==> src/rtl/latsnq_bank_pkg.sv <==
// Shared types and helpers for the latsnq_bank storage array.
package latsnq_bank_pkg;

  // Default channel width. The modules re-declare the data type from their own WIDTH.
  localparam int LAT_DEF_WIDTH = 8;

  // Channel data word at the default width.
  typedef logic [LAT_DEF_WIDTH-1:0] lat_data_t;

  // One bit per violation type, used for both the per-cycle events and the sticky flags.
  typedef struct packed {
    logic su;
    logic hd;
    logic rc;
  } viol_t;

  // Number of violation events in one channel's event vector (0..3).
  function automatic logic [1:0] viol_popcount(input viol_t v);
    return {1'b0, v.su} + {1'b0, v.hd} + {1'b0, v.rc};
  endfunction

endpackage

==> src/rtl/latsnq_bank_chan.sv <==
// One storage channel: set-dominant enabled register, input history,
// setup/hold/recovery checks around the falling edge of the enable,
// and the sticky violation flags.
module latsnq_bank_chan
  import latsnq_bank_pkg::*;
#(
  parameter int               WIDTH   = 8,
  parameter logic [WIDTH-1:0] SET_VAL = {WIDTH{1'b1}}
) (
  input  logic             clk,
  input  logic             rst,
  input  logic             e,
  input  logic             setn,
  input  logic             clr_viol,
  input  logic [WIDTH-1:0] d,
  output logic [WIDTH-1:0] q,
  output viol_t            flags,
  output viol_t            ev
);

  typedef logic [WIDTH-1:0] data_t;

  data_t q_q, q_d;
  data_t d_r_q, d_r2_q;
  logic  e_r_q, setn_r_q, setn_r2_q;
  viol_t flag_q, flag_d;
  viol_t ev_c;
  logic  close_c, steady_c;

  // Next stored value: set wins over enable, otherwise hold.
  always_comb begin
    q_d = q_q;
    if (!setn) begin
      q_d = SET_VAL;
    end else if (e) begin
      q_d = d;
    end
  end

  // Violation events are only possible in the cycle where the enable falls.
  // Reset clears the enable history, so the first cycle after reset is always clean.
  always_comb begin
    close_c  = e_r_q & ~e;
    steady_c = setn & setn_r_q;
    ev_c.su  = close_c & steady_c & setn_r2_q & (d_r_q != d_r2_q);
    ev_c.hd  = close_c & steady_c & (d != d_r_q);
    ev_c.rc  = close_c & ((setn & ~setn_r_q) | (setn_r_q & ~setn_r2_q));
    // A clear in the same cycle as an event still leaves that event's flag set.
    flag_d   = clr_viol ? ev_c : viol_t'(flag_q | ev_c);
  end

  // Storage, input history and sticky flags.
  always_ff @(posedge clk or posedge rst) begin
    if (rst) begin
      q_q       <= SET_VAL;
      e_r_q     <= 1'b0;
      setn_r_q  <= 1'b1;
      setn_r2_q <= 1'b1;
      d_r_q     <= '0;
      d_r2_q    <= '0;
      flag_q    <= '0;
    end else begin
      q_q       <= q_d;
      e_r_q     <= e;
      setn_r_q  <= setn;
      setn_r2_q <= setn_r_q;
      d_r_q     <= d;
      d_r2_q    <= d_r_q;
      flag_q    <= flag_d;
    end
  end

  assign q     = q_q;
  assign flags = flag_q;
  assign ev    = ev_c;

endmodule

==> src/rtl/latsnq_bank.sv <==
// Bank of independent set-dominant storage channels with timing checks and
// a shared saturating count of violation events.
module latsnq_bank
  import latsnq_bank_pkg::*;
#(
  parameter int               WIDTH    = 8,
  parameter int               CHANNELS = 4,
  parameter logic [WIDTH-1:0] SET_VAL  = {WIDTH{1'b1}},
  parameter int               CNT_W    = 8
) (
  input  logic                      CLK,
  input  logic                      RST,
  input  logic [CHANNELS-1:0]       E,
  input  logic [CHANNELS*WIDTH-1:0] D,
  input  logic [CHANNELS-1:0]       SETN,
  input  logic                      CLR_VIOL,
  output logic [CHANNELS*WIDTH-1:0] Q,
  output logic [CHANNELS-1:0]       VIOL_SU,
  output logic [CHANNELS-1:0]       VIOL_HD,
  output logic [CHANNELS-1:0]       VIOL_RC,
  output logic [CNT_W-1:0]          VIOL_CNT
);

  // Width of the per-cycle event total (0..3*CHANNELS).
  localparam int EV_W  = $clog2(3 * CHANNELS + 1);
  // Sum width large enough that counter + events can never overflow before saturation.
  localparam int SUM_W = ((CNT_W > EV_W) ? CNT_W : EV_W) + 1;
  localparam logic [SUM_W-1:0] CNT_MAX = SUM_W'({CNT_W{1'b1}});

  viol_t            ev_w   [CHANNELS];
  viol_t            flag_w [CHANNELS];
  logic [EV_W-1:0]  ev_sum;
  logic [SUM_W-1:0] base_c, total_c;
  logic [CNT_W-1:0] cnt_q, cnt_d;

  generate
    for (genvar gi = 0; gi < CHANNELS; gi++) begin : g_chan
      latsnq_bank_chan #(
        .WIDTH   (WIDTH),
        .SET_VAL (SET_VAL)
      ) u_chan (
        .clk      (CLK),
        .rst      (RST),
        .e        (E[gi]),
        .setn     (SETN[gi]),
        .clr_viol (CLR_VIOL),
        .d        (D[gi*WIDTH +: WIDTH]),
        .q        (Q[gi*WIDTH +: WIDTH]),
        .flags    (flag_w[gi]),
        .ev       (ev_w[gi])
      );
      assign VIOL_SU[gi] = flag_w[gi].su;
      assign VIOL_HD[gi] = flag_w[gi].hd;
      assign VIOL_RC[gi] = flag_w[gi].rc;
    end
  endgenerate

  // Total events this cycle across every channel and violation type.
  always_comb begin
    ev_sum = '0;
    for (int c = 0; c < CHANNELS; c++) begin
      ev_sum = ev_sum + EV_W'(viol_popcount(ev_w[c]));
    end
  end

  // Saturating accumulate; a clear restarts from zero but still counts this cycle's events.
  always_comb begin
    base_c  = CLR_VIOL ? '0 : SUM_W'(cnt_q);
    total_c = base_c + SUM_W'(ev_sum);
    if (total_c > CNT_MAX) begin
      cnt_d = '1;
    end else begin
      cnt_d = total_c[CNT_W-1:0];
    end
  end

  // Violation counter register.
  always_ff @(posedge CLK or posedge RST) begin
    if (RST) begin
      cnt_q <= '0;
    end else begin
      cnt_q <= cnt_d;
    end
  end

  assign VIOL_CNT = cnt_q;

endmodule

==> config.mk <==
export PLATFORM = sky130hd
export DESIGN_NAME = latsnq_bank
export DESIGN_NICKNAME = d
export VERILOG_FILES = /design/src/rtl/latsnq_bank_pkg.sv /design/src/rtl/latsnq_bank_chan.sv /design/src/rtl/latsnq_bank.sv
export SDC_FILE = /design/constraint.sdc
export NUM_CORES = 1
export LEC_CHECK = 0
export BUFFER_PORTS_ARGS = -buffer_cell sky130_fd_sc_hd__buf_4
export CAP_MARGIN = 20
export CORE_ASPECT_RATIO = 1.5
export CORE_MARGIN = 8
export CORE_UTILIZATION = 40
export CTS_BUF_LIST = sky130_fd_sc_hd__clkbuf_2 sky130_fd_sc_hd__clkbuf_4 sky130_fd_sc_hd__clkbuf_8
export DETAILED_ROUTE_END_ITERATION = 10
export GPL_TIMING_DRIVEN = 0
export PLACE_DENSITY_LB_ADDON = 0.2
export SYNTH_ARGS = -nofsm -noshare
export SYNTH_HDL_FRONTEND = slang
export SYNTH_SLANG_ARGS = --single-unit
==> constraint.sdc <==
create_clock -name CLK -period 6.5 [get_ports CLK]
set_clock_uncertainty 0.2 [all_clocks]
set_input_delay 0.65 -clock CLK [delete_from_list [all_inputs] [get_ports CLK]]
set_output_delay 0.65 -clock CLK [all_outputs]
set_load 0.005 [all_outputs]
# Yosys cells after proc, flatten, opt, wreduce, memory -nomap -nowiden
# Index checks and enable logic that the tools add are counted.
[op_classes]
bitwise = 56
muxes = 14
n_addsub = 12
n_lt_le_gt_ge = 1
eq_ne = 12
[ops]
columns = ["op", "count"]
rows = [
  ["8-bit 2-to-1 mux", 10],
  ["8-bit != test", 8],
  ["1-bit AND", 36],
  ["3-bit 2-to-1 mux", 4],
  ["1-bit NOT", 12],
  ["3-bit OR", 4],
  ["8-bit by 4-bit adder with 9-bit output", 1],
  ["9-bit by 8-bit greater-than comparator with 1-bit output, second input constant", 1],
  ["1-bit by 1-bit adder with 2-bit output", 4],
  ["2-bit by 1-bit adder with 2-bit output", 4],
  ["2-bit != test, second input constant", 4],
  ["3-bit by 2-bit adder with 4-bit output", 1],
  ["4-bit by 2-bit adder with 4-bit output", 1],
  ["1-bit OR", 4],
  ["2-bit by 2-bit adder with 3-bit output", 1],
]
[word_totals]
inputBits = 43
output_inout_bits = 52
ff_bits = 128
word_cells = 132

# Depth between registers and ports, before layout
# Gate-level depths: netlist (run 1).
[depth]
ltp_word = 13
mapped_depth = 16
mapped_depth_nobuf = 15

# Modules after synthesis
# Synthesis (run 1) repeated with hierarchy kept, for this count alone.
[hier_totals]
hier_cells = 401
hier_area_um2 = 5378.9
[by_module_without_submodules]
columns = ["mod", "seq_area_each_um2", "area_per_inst_um2", "n_inst", "cells_per_inst"]
rows = [
  ["latsnq_bank_chan at g_chan[1].u_chan ...", 763.2, 1148.6, 3, 80],
  ["latsnq_bank_chan at g_chan[0].u_chan", 763.2, 1154.9, 1, 80],
  ["latsnq_bank", 200.2, 778.2, 1, 81],
]

# Worst setup path after synthesis (run 1)
# OpenSTA, ideal clock, no wires.
[synth_timing]
kind = "input-to-reg"
startpoint = "input port E[3]"
endpoint = "register cnt_q[6], in the netlist VIOL_CNT[6]"
path_slack_ns = 1.289
setup_ns = 0.120
path_stages = 15
arrival_time_ns = 4.890
required_time_ns = 6.180
path_buffers = 1
path_cell_list = "buf_2 nor2b_1 and3_1 a21boi_1 fa_1 inv_1 fa_1 fa_1 fa_1 fa_1 fa_1 nand2b_1 a211oi_2 o2111ai_1 o211a_1"
[synth_between]
elab_chain_len = 11
elab_cells_between_ends = 13
cone_classes = "4 x add/sub; 1 x order compare; 1 x mux; 7 x bitwise"
[synth_rtl]
columns = ["element", "line_no", "source"]
rows = [
  ["start: declaration", "latsnq_bank.sv:13", "input logic [CHANNELS-1:0] E,"],
  ["1-bit NOT (*)", "latsnq_bank_chan.sv:43", "close_c = e_r_q & ~e;"],
  ["1-bit AND (*)", "latsnq_bank_chan.sv:43", ""],
  ["1-bit AND", "latsnq_bank_chan.sv:45, latsnq_bank_chan.sv:46", ""],
  ["1-bit AND (2 in series)", "latsnq_bank_chan.sv:45", "ev_c.su = close_c & steady_c & setn_r2_q & (d_r_q != d_r2_q);"],
  ["1-bit by 1-bit adder with 2-bit output", "latsnq_bank_pkg.sv:19", "return {1'b0, v.su} + {1'b0, v.hd} + {1'b0, v.rc};"],
  ["2-bit by 1-bit adder with 2-bit output (*)", "latsnq_bank_pkg.sv:19", ""],
  ["4-bit by 2-bit adder with 4-bit output (*)", "latsnq_bank.sv:62", "ev_sum = ev_sum + EV_W'(viol_popcount(ev_w[c]));"],
  ["8-bit by 4-bit adder with 9-bit output (*)", "latsnq_bank.sv:69", "total_c = base_c + SUM_W'(ev_sum);"],
  ["9-bit by 8-bit greater-than comparator with 1-bit output", "latsnq_bank.sv:70", "if (total_c > CNT_MAX) begin"],
  ["8-bit 2-to-1 mux (*)", "latsnq_bank.sv:70", ""],
  ["net cnt_d[6]", "latsnq_bank.sv:34", "logic [CNT_W-1:0] cnt_q, cnt_d;"],
  ["end signal: assignment", "latsnq_bank.sv:82", "cnt_q <= cnt_d;"],
  ["end: declaration", "latsnq_bank.sv:34", ""],
]
# Mark *: on every way through the listed nets, which the timed path passes. The rest lies on a longest branch.
# A chain may end at the register's enable or synchronous reset.

# Final worst setup path (run 1)
[layout_timing]
startpoint = "register g_chan[3].u_chan.d_r_q[2]"
endpoint = "register cnt_q[6], in the netlist VIOL_CNT[6]"
[layout_between]
elab_chain_len = 8
elab_cells_between_ends = 10
cone_classes = "4 x add/sub; 1 x order compare; 2 x eq/ne; 1 x mux; 2 x bitwise"
[layout_rtl]
columns = ["element", "line_no", "source"]
rows = [
  ["start: declaration", "latsnq_bank_chan.sv:24", "data_t d_r_q, d_r2_q;"],
  ["start signal: assignment", "latsnq_bank_chan.sv:59", "d_r_q <= '0;"],
  ["start signal: assignment", "latsnq_bank_chan.sv:67", "d_r_q <= d;"],
  ["8-bit != test, on equally long branches", "latsnq_bank_chan.sv:45, latsnq_bank_chan.sv:46", ""],
  ["1-bit AND, on equally long branches", "latsnq_bank_chan.sv:45, latsnq_bank_chan.sv:46", ""],
  ["1-bit by 1-bit adder with 2-bit output (*)", "latsnq_bank_pkg.sv:19", ""],
  ["2-bit by 1-bit adder with 2-bit output (*)", "latsnq_bank_pkg.sv:19", ""],
  ["4-bit by 2-bit adder with 4-bit output (*)", "latsnq_bank.sv:62", ""],
  ["8-bit by 4-bit adder with 9-bit output (*)", "latsnq_bank.sv:69", ""],
  ["9-bit by 8-bit greater-than comparator with 1-bit output", "latsnq_bank.sv:70", ""],
  ["8-bit 2-to-1 mux (*)", "latsnq_bank.sv:70", ""],
  ["net cnt_d[6]", "latsnq_bank.sv:34", ""],
]
# Marks and branches as above.

==> summary.md, run 1 <==
| Metric | Value |
|---|---|
| Filler instances | about 1,200 |
| Syn Nets | 460 |
| Cts repair resizes | 0 |
| Placed insts | roughly 650 |
| I/O pin total | 95 |
| Synth Area in XOR/XNOR | 0.1079 |
| Final Cell Area | approximately 6600 um^2 |
| Synthesized-area fraction occupied by adder cells | 0.05172 |
| Post-synth EDFFs | 0 |
| Diode count | 0 |
| Main combinational cell family by area after synthesis | XOR/XNOR gates |
| Port bufs | between 90 and 100 |
| DRT Pass-1 Iters | 5 |
| Pin count of the biggest net entering global routing | 69 |
| Synth Cell Area | 5274 um^2 |
| Reg2reg path depth | 14 |
| Compound-Gate Fraction of Synth Area | 0.05386 |
| Layout cells sized above 1 | 0.3346 |
| R2R Setup Slk | about 1200 ps |
| Fin. Hold Viols | 0 |
| Multi-input gate area | 1894 um^2 |
| Final setup vio count | 0 |
| Crit path largest cell delay | just under 600 ps |
| Worst path most repeated cell | fa_1 |
| Post-route ant nets | 0 |
| Fin crit period | approximately 5300 ps |
| Peak Freq | ~190 MHz |
| Synthesized instance count | 400 |
| DP Area | 6203 um^2 |
| Fin cells | 685 |
| Root Buffer | clkbuf_8 |
| Normalized max-slew margin | 0.6286 |
| Total Power | 1.795 mW |
| TritonCTS Sinks | between 100 and 150 |
| Initial antenna violation count | 0 |
| Setup TNS | 0 ps |
| Routed wire per std cell | around 16 um |
| Worst setup SP type | register |
| DRC viols | 0 |
| Crit Path Class | reg2reg |
| Core area | around 13,000 um^2 |
| Distinct cells, synth | 40 |
| Crit share post-route | 0.8124 |
| Reg area | roughly 3300 um^2 |
| TritonCTS Buffers | 17 |
| Hold slack | between 80 and 90 ps |
| Die Span Y | between 150 and 200 um |
| Hold-fix buffer count after cts | 0 |
| CTS tree | yes |
| Place WS | ~800 ps |
| RR Endpoint | VIOL_CNT[6] |
| Syn-to-layout area delta | 25.10% |
| Clk buf depth | 2 |
| Setup slack after layout | 1219 ps |
| Hold WC Path Type | in2async |
| Final core occ | 0.5093 |
| Status | completed |
| Pwr/cell area | between 200 and 300 nW/um^2 |
| Leakage | ~3.0 nW |
| Clock latency on the worst-skew pair | 430 ps |
| Seq cells post-synth | ~130 |
| Reg clk slew, reported paths | about 80 ps |
| Vias per cell | ~4.8 |
| Max-Cap Viols | 0 |
| Slew at the pin closest to its max-slew limit | between 500 and 600 ps |
| Multiplexer share of the synthesized area | 0.06287 |
| Vias | roughly 3,300 |
| GP Congestion | around 0.79 |
| Pins Over Slew Limit | 0 |
| Post-synthesis sequential area ratio | 0.6168 |
| H-tree depth | 4 |
| Syn_area_per_cell | around 13 um^2 |
| Total congestion overflow | 0 |
| Critical Path Source | g_chan[3].u_chan.d_r_q[2] |
| Slowest library cell on the worst path | fa_1 |
| RR Startpoint | g_chan[3].u_chan.d_r_q[2] |
| Die width | between 100 and 150 um |
| Setup Buffers After CTS | 0 |
| Row Count | 51 |
| DIE AREA | approximately 17,000 um^2 |
| DRT Wirelength | 10.71 mm |
| Simple-gate share of the synthesized area | 0.08280 |
| CP max FO | 4 |
| RSZ-0062 raised after global routing | false |
| First-pass GRT wire length | 17.83 mm |
| Number of global-route vias before repair | 3,625 |
| Placed wire-length estimate | approximately 8 mm |
| Global Route Usage Sum | 0.1347 |
| CP cell instances | xor2_1 -> nor4_1 -> a21boi_1 -> fa_1 -> inv_1 -> fa_1 -> fa_1 -> fa_1 -> fa_1 -> fa_1 -> nand2b_1 -> a211oi_2 -> o2111ai_1 -> o211a_1 |
| YS warnings | 0 |
| Initial Util | 0.4071 |
| Async set-reset flop share out of synthesis | 1.000 |
| Nets | ~570 |
| Max IR drop VDD | ~0.17 mV |
| Endpoint class of the critical path | register |
| WP data arrival | around 5400 ps |
| Critical path required time | ~6600 ps |
| Top FF cell, synth | dfrtp_1 |
| DR iter-0 viols | 98 |
## critical path, delay by kind of cell, from the launching register on
kind | cells | cell delay [ps]
and+or+nand+nor | 2 | 520
AOI/OAI and AO/OA | 4 | 800
DFF | 1 | 410
xor gates and xnor gates | 1 | 180
buffers and inverters | 1 | 60
adders and majority gates | 6 | 2990
## kinds of logic after synthesis
family                   count (synthesis)
XOR/XNOR                                65
adder cells (fa/ha/maj)                 17
flip-flops                             128
multiplexers                            33
buffers and inverters                   30
AND/OR/NAND/NOR                         86
AO/OA/AOI/OAI                           41
## registers in the layout (all words and copies together) (netlist names)
name	flops
g_chan.u_chan.e_r_q	4
g_chan.u_chan.setn_r_q	4
g_chan.u_chan.setn_r2_q	4
g_chan.u_chan.q	32
g_chan.u_chan.flags	12
g_chan.u_chan.d_r2_q	32
VIOL_CNT	8
g_chan.u_chan.d_r_q	32
## worst max path at each step
stage                       end  slack [ps]  cells past startpoint
floorplan           VIOL_CNT[6]        1290                     15
global placement    VIOL_CNT[3]         840                     16
detailed placement  VIOL_CNT[6]         800                     16
CTS                 VIOL_CNT[6]        1160                     14
global route        VIOL_CNT[3]         990                     14
finish              VIOL_CNT[6]        1220                     14
## final cells by class
cell class,count,area share
sequential,128,0.4931
multi-input combinational,242,0.2871
timing repair buffer,94,0.1100
clock buffer,19,0.03869
tap,159,0.03015
clock inverter,13,0.02105
inverter,19,0.01157
buffer,11,0.008344
## cell usage after synthesis (2+ instances only)
| library cell | n | area (um^2) |
|---|---|---|
| inv_1 | 19 | 71.32 |
| dfrtp_1 | 88 | 2202 |
| and3_1 | 5 | 31.28 |
| o2111ai_1 | 2 | 17.52 |
| o21ai_1 | 2 | 10.01 |
| dfstp_2 | 40 | 1051 |
| nor4_1 | 2 | 12.51 |
| o21a_1 | 3 | 22.52 |
| clkbuf_1 | 5 | 18.77 |
| and2b_1 | 3 | 22.52 |
| nor2b_1 | 5 | 31.28 |
| o211a_1 | 3 | 30.03 |
| nand3_1 | 3 | 15.01 |
| fa_1 | 8 | 160.2 |
| xor2_1 | 9 | 78.83 |
| buf_2 | 5 | 25.02 |
| a21oi_1 | 2 | 10.01 |
| o211ai_1 | 7 | 52.55 |
| nor2_1 | 7 | 26.28 |
| nand2_1 | 40 | 150.1 |
| a21o_1 | 3 | 22.52 |
| o21ai_0 | 14 | 70.07 |
| xnor2_1 | 56 | 490.5 |
| mux2i_1 | 32 | 320.3 |
| nand4_1 | 14 | 87.58 |
| ha_1 | 9 | 112.6 |
## power by group
group	leakage (nW)	internal [mW]	switching (mW)
clock network	0.188	0.355	0.313
logic	1.34	0.122	0.110
registers	1.48	0.858	0.0364
## layer usage
layer,routed length (um),share of wire,vias to the layer above,global-route usage
met5,0,0,-,0
met4,193,0.018,0,0.06395
met3,606,0.057,17,0.03829
met2,5537,0.52,76,0.2248
met1,4373,0.41,1613,0.1536
li1,-,-,1572,-
## layout by cell type (no fill, tap or decap), drive strengths merged, types with 2 or more instances in the layout
cell type / Yosys / layout
buf: 6 / 100
dfrtp: 88 / 88
xnor2: 56 / 56
nand2: 40 / 40
dfstp: 40 / 40
mux2i: 32 / 32
clkbuf: 5 / 24
inv: 19 / 21
o21ai: 16 / 16
nand4: 14 / 14
xor2: 9 / 9
ha: 9 / 9
fa: 8 / 8
o211ai: 7 / 7
nor2: 7 / 7
nor2b: 6 / 6
and3: 5 / 5
clkinvlp: 0 / 5
clkinv: 0 / 4
a21o: 3 / 3
o211a: 3 / 3
and2b: 3 / 3
o21a: 3 / 3
nand3: 3 / 3
nor4: 2 / 2
o2111ai: 2 / 2
a21oi: 2 / 2
bufinv: 0 / 2
nand2b: 2 / 2
(Power assumes the default switching activity.)
==> run 2: changes to the inputs <==
==> constraint.sdc (replaced) <==
create_clock -name CLK -period 5.25 [get_ports CLK]
set_clock_uncertainty 0.2 [all_clocks]
set_input_delay 0.525 -clock CLK [delete_from_list [all_inputs] [get_ports CLK]]
set_output_delay 0.525 -clock CLK [all_outputs]
set_load 0.005 [all_outputs]
==> run 2 against run 1 <==
Power up 25%; clock-buffer cell count unchanged; maximum frequency up 3.6%; wire length up 3.2%.
==> summary.md, run 2 (synthesis gave the netlist of run 1 again) <==
| Metric | Value |
|---|---|
| Final Cell Area | 6860 um^2 |
| Total Power | 2.242 mW |
| Met1 global-route usage | 0.1549 |
| Root Buffer | clkbuf_8 |
| Max IR drop VDD | approximately 0.22 mV |
| CTS tree | yes |
| Routed wire per std cell | 15.61 um |
| Leakage | approximately 3.1 nW |
| Syn-to-layout area delta | 30.08% |
| Global Route Usage Sum | 0.1374 |
| Reg clk slew, reported paths | around 80 ps |
| Row Count | roughly 50 |
| Nets | approximately 600 |
| DR iter-0 viols | 80 |
| DRT Pass-1 Iters | 5 |
| Pin count of the biggest net entering global routing | between 60 and 70 |
| Delay-heaviest family, CP | adder cells |
| GP Congestion | between 0.7 and 0.8 |
| Port bufs | 93 |
| Setup TNS | 0 ps |
| Initial Util | 0.4071 |
| Post-route ant nets | 0 |
| TritonCTS Sinks | approximately 130 |
| WP data arrival | roughly 5200 ps |
| Crit path largest cell delay | 590 ps |
| Clock latency on the worst-skew pair | 430 ps |
| Diode count | 0 |
| Met2 Track Usage GR | 0.2323 |
| Status | completed |
| Setup slack after layout | about 150 ps |
| Global route hottest layer | met2 |
| TritonCTS Buffers | 17 |
| Final core occ | 0.5296 |
| Hold slack | between 20 and 30 ps |
| Filler instances | approximately 1,100 |
| H-tree depth | 4 |
| Grt met3 use | 0.03829 |
| Die Span Y | between 150 and 200 um |
| Worst setup SP type | register |
| DRT Wirelength | between 10 and 15 mm |
| Slew at the pin closest to its max-slew limit | ~560 ps |
| Fin crit period | 5099 ps |
| Buf+Inv Stages, Crit Path | 1 |
| Pins Over Slew Limit | 0 |
| Worst path most repeated cell | fa_1 |
| Clk buf depth | 2 |
| Vias | ~3,400 |
| Hold WC Path Type | in2reg |
| Slowest library cell on the worst path | fa_1 |
| Commonest cells after routing, fill and taps aside | buf_4, dfrtp_1, xnor2_1 |
| CP max FO | 4 |
| Most common cell after layout, fill and taps aside | buf_4 |
| Die width | about 110 um |
| DP Area | between 6000 and 7000 um^2 |
| DIE AREA | around 17,000 um^2 |
| CP cell instances | xor2_1 -> nor4_2 -> a21boi_2 -> fa_1 -> inv_1 -> fa_1 -> fa_1 -> fa_1 -> fa_2 -> fa_1 -> nand2b_4 -> a211oi_4 -> o2111ai_1 -> o211a_1 |
| Total congestion overflow | 0 |
| Crit share post-route | 0.9713 |
| Normalized max-slew margin | 0.6275 |
| Place WS | -321.1 ps |
| Fin. Hold Viols | 0 |
| Critical path required time | about 5400 ps |
| First-pass GRT wire length | 18.17 mm |
| Vias per cell | 4.823 |
| Layout cells sized above 1 | 0.3352 |
| Pwr/cell area | 326.8 nW/um^2 |
| Placed insts | 653 |
| Initial antenna violation count | 0 |
| Max-Cap Viols | 0 |
| Final setup vio count | 0 |
| Crit Path Class | reg2reg |
| Core area | 12,950 um^2 |
| Placed wire-length estimate | 8.087 mm |
| I/O pin total | 95 |
| Fin cells | 708 |
| DRC viols | 0 |
| Number of global-route vias before repair | approximately 3,700 |
| Endpoint class of the critical path | register |
| Peak Freq | just under 200 MHz |
==> run 2: cell types whose count changed in the layout (fill, tap and decap cells not counted), moves of 2 or more <==
| cell | change |
|---|---|
| dlygate4sd3_1 | +21 |
| buf_4 | +2 |
| nor4_1 | -2 |
| nor4_2 | +2 |
==> run 2: worst reg2reg max path, delay by kind of cell (launching register included) <==
kind,cells,cell delay [ps]
adders and majority gates,6,2930
buffers and inverters,1,60
xor gates and xnor gates,1,190
and+or+nand+nor,2,490
DFF,1,420
AOI/OAI and AO/OA,4,720
==> run 2: layout make-up <==
type | count | area, um^2 | area share
flip-flops and latches | 128 | 3253 | 0.4742
clock buffers | 19 | 255.2 | 0.03721
multi-input cells | 242 | 1932 | 0.2816
well taps | 159 | 198.9 | 0.02900
plain buffers | 11 | 55.05 | 0.008025
repair buffers | 117 | 950.9 | 0.1386
inverters | 19 | 76.32 | 0.01113
clock inverters | 13 | 138.9 | 0.02024
==> run 2: repair_timing <==
action | CTS | global route
endpoints found under the setup margin | 6 | 6
gates resized for setup | 2 | 6
buffers inserted | 0 | 2
pin swaps | 1 | 2
hold endpoints to repair | 57 | 3
hold buffers | 18 | 3
==> run 2: where the power goes <==
part	internal, mW	total [mW]	switching [mW]
clock	0.440	0.828	0.388
combinational	0.163	0.307	0.143
sequential	1.06	1.11	0.0457
==> run 2: final timing paths <==
kind / start / endpoint / slack, ps / cells past startpoint
min: D[6] / g_chan[0].u_chan.d_r_q[6] / 30 / 1
max reg2reg: g_chan[3].u_chan.d_r_q[0] / VIOL_CNT[6] / 150 / 14
max: g_chan[3].u_chan.d_r_q[0] / VIOL_CNT[6] / 150 / 14
min reg2reg: g_chan[0].u_chan.setn_r_q / g_chan[0].u_chan.setn_r2_q / 180 / 0
min in group asynchronous: RST / g_chan[1].u_chan.d_r_q[7] / 520 / 3
max in group asynchronous: RST / g_chan[3].u_chan.setn_r_q / 3580 / 4
==> run 2: per-layer routing <==
layer,share of wire,wire (um)
met5,0,0
met4,0.017,188
met3,0.054,599
met2,0.53,5831
met1,0.40,4436
==> run 3: changes to the inputs <==
--- a/config.mk
+++ b/config.mk
@@ -5,7 +5,7 @@
 export SDC_FILE = /design/constraint.sdc
 export NUM_CORES = 1
 export LEC_CHECK = 0
-export BUFFER_PORTS_ARGS = -buffer_cell sky130_fd_sc_hd__buf_4
+export BUFFER_PORTS_ARGS = -buffer_cell sky130_fd_sc_hd__buf_2
 export CAP_MARGIN = 20
 export CORE_ASPECT_RATIO = 1.5
 export CORE_MARGIN = 8
==> run 3 against run 2 <==
Worst hold slack better by 10 ps; final area shrank 4.0%; non-clock buffer count is 14 lower; register-to-register slack improved by 80 ps; flip-flop and latch count unchanged; critical endpoint unchanged; worst setup slack gained 81 ps; highest routed layer unchanged; largest power group unchanged; utilization decreased by 2.1 points.
==> summary.md, run 3 (synthesis gave the netlist of run 1 again) <==
| Metric | Value |
|---|---|
| Root Buffer | clkbuf_8 |
| I/O pin total | 95 |
| TritonCTS Sinks | between 100 and 150 |
| Hold WC Path Type | in2reg |
| Crit path largest cell delay | about 600 ps |
| Die Span Y | approximately 160 um |
| Filler instances | between 1,000 and 1,500 |
| Core area | approximately 13,000 um^2 |
| CTS tree | yes |
| Pins Over Slew Limit | 0 |
| Post-route ant nets | 0 |
| GP Congestion | ~0.8 |
| Commonest cells after routing, fill and taps aside | buf_2, dfrtp_1, xnor2_1 |
| Vias per cell | approximately 4.8 |
| Layout cells sized above 1 | 0.3402 |
| Max-Cap Viols | 0 |
| DP Area | 5971 um^2 |
| Die width | roughly 110 um |
| Crit Path Class | reg2reg |
| WP data arrival | ~5100 ps |
| Row Count | 51 |
| Syn-to-layout area delta | 24.82% |
| Worst path most repeated cell | fa_1 |
| Peak Freq | approximately 200 MHz |
| Clk buf depth | 2 |
| Fin cells | around 700 |
| Max IR drop VDD | between 0.2 and 0.3 mV |
| Slew at the pin closest to its max-slew limit | between 500 and 600 ps |
| DIE AREA | around 17,000 um^2 |
| Initial Util | 0.4071 |
| Placed wire-length estimate | 8.005 mm |
| Total congestion overflow | 0 |
| CP cell instances | xor2_1 -> nor4_2 -> a21boi_2 -> fa_1 -> inv_1 -> fa_1 -> fa_1 -> fa_1 -> fa_2 -> fa_2 -> nand2b_4 -> a211oi_4 -> o2111ai_1 -> o211a_1 |
| Clock latency on the worst-skew pair | around 420 ps |
| Fin crit period | 5018 ps |
| Vias | between 3,000 and 4,000 |
| Final Cell Area | about 6600 um^2 |
| Reg clk slew, reported paths | 80 ps |
| Most common cell after layout, fill and taps aside | buf_2 |
| RSZ-0062 raised after global routing | false |
| Pwr/cell area | between 300 and 400 nW/um^2 |
| Endpoint class of the critical path | register |
| Routed wire per std cell | roughly 15 um |
| Final core occ | 0.5082 |
| Status | completed |
| CP max FO | 4 |
| DRT Pass-1 Iters | 4 |
| Crit share post-route | 0.9559 |
| Slowest library cell on the worst path | fa_1 |
| First-pass GRT wire length | 18.09 mm |
| Fin. Hold Viols | 0 |
| TritonCTS Buffers | 17 |
| DRT Wirelength | roughly 11 mm |
| Reg area | approximately 3300 um^2 |
| Number of global-route vias before repair | ~3,600 |
| Initial antenna violation count | 0 |
| Port bufs | between 90 and 100 |
| Setup slack after layout | approximately 230 ps |
| Diode count | 0 |
| Multi-input gate area | 1931 um^2 |
| Leakage | 3.026 nW |
| DRC viols | 0 |
| Worst setup SP type | register |
| Final setup vio count | 0 |
| Pin count of the biggest net entering global routing | 69 |
| Global Route Usage Sum | 0.1360 |
| Place WS | -332.2 ps |
| Critical path required time | ~5400 ps |
| Nets | 582 |
| Normalized max-slew margin | 0.6391 |
| H-tree depth | 4 |
| Placed insts | 653 |
| DR iter-0 viols | about 140 |
[run 3: changes by cell type in the layout (fill, tap and decap cells not counted), sizes merged]
| cell | delta |
|---|---|
| clkinv | +1 |
| inv | -1 |
| dlygate4sd3 | -12 |
| bufinv | +4 |
| clkinvlp | -4 |
| buf | -2 |
[run 3: routing by layer]
metal / vias to the layer above / global-route usage / share of wire
met3: 18 / 0.04693 / 0.063
met1: 1630 / 0.1605 / 0.42
li1: 1590 / - / -
met2: 83 / 0.2187 / 0.50
met5: - / 0 / 0
met4: 0 / 0.05620 / 0.017
[run 3: report_power, final]
group          internal, mW  leakage, nW  switching, mW  total (mW)
Sequential             1.06         1.48         0.0406        1.10
Clock                 0.628        0.241          0.391        1.02
Combinational         0.131         1.30          0.143       0.274
[run 3: path summary, 6_finish.rpt]
kind,start,endpoint,slack (ps),cells after the start
worst min register to register,g_chan[3].u_chan.setn_r_q,g_chan[3].u_chan.setn_r2_q,170,0
min in group asynchronous,RST,g_chan[1].u_chan.d_r_q[5],520,3
max in group asynchronous,RST,g_chan[3].u_chan.q[2],3590,4
worst min-delay path,D[28],g_chan[3].u_chan.d_r_q[4],40,1
worst max register to register,g_chan[3].u_chan.d_r_q[2],VIOL_CNT[6],230,14
worst max-delay path,g_chan[3].u_chan.d_r_q[2],VIOL_CNT[6],230,14
[run 3: repair_timing]
item,4_1_cts,5_1_grt
buffers inserted,0,0
endpoints found under the hold margin,48,0
hold buffers,9,0
setup endpoints to repair,6,7
resized for setup,4,4
pin swaps,2,3
[run 3: worst max-delay path, delay by kind of cell, from the launching register on]
kind | cells | cell delay, ps
AOI/OAI and AO/OA | 4 | 670
xor gates and xnor gates | 1 | 190
adders and majority gates | 6 | 2880
buffers and inverters | 1 | 60
DFF | 1 | 420
and+or+nand+nor | 2 | 500
[run 3: cell type report]
cell class | instances | area share
repair buffers | 103 | 0.08858
inverters | 19 | 0.01159
multi-input cells | 242 | 0.2933
flip-flops and latches | 128 | 0.4942
clock buffers | 19 | 0.03783
clock inverters | 13 | 0.03592
well taps | 159 | 0.03022
plain buffers | 11 | 0.008363
[run 3: per-stage QoR]
| step | total power, mW | setup TNS [ps] | hold WS (ps) |
|---|---|---|---|
| after detailed placement | 1.391 | -2177 | 170.1 |
| after CTS | 2.430 | 0 | 9.066 |
| after global routing | 2.517 | 0 | 1.006 |
| final | 2.395 | 0 | 38.29 |
| after global placement | 1.378 | -15590 | 168.8 |
| after floorplan | 1.278 | 0 | 165.0 |
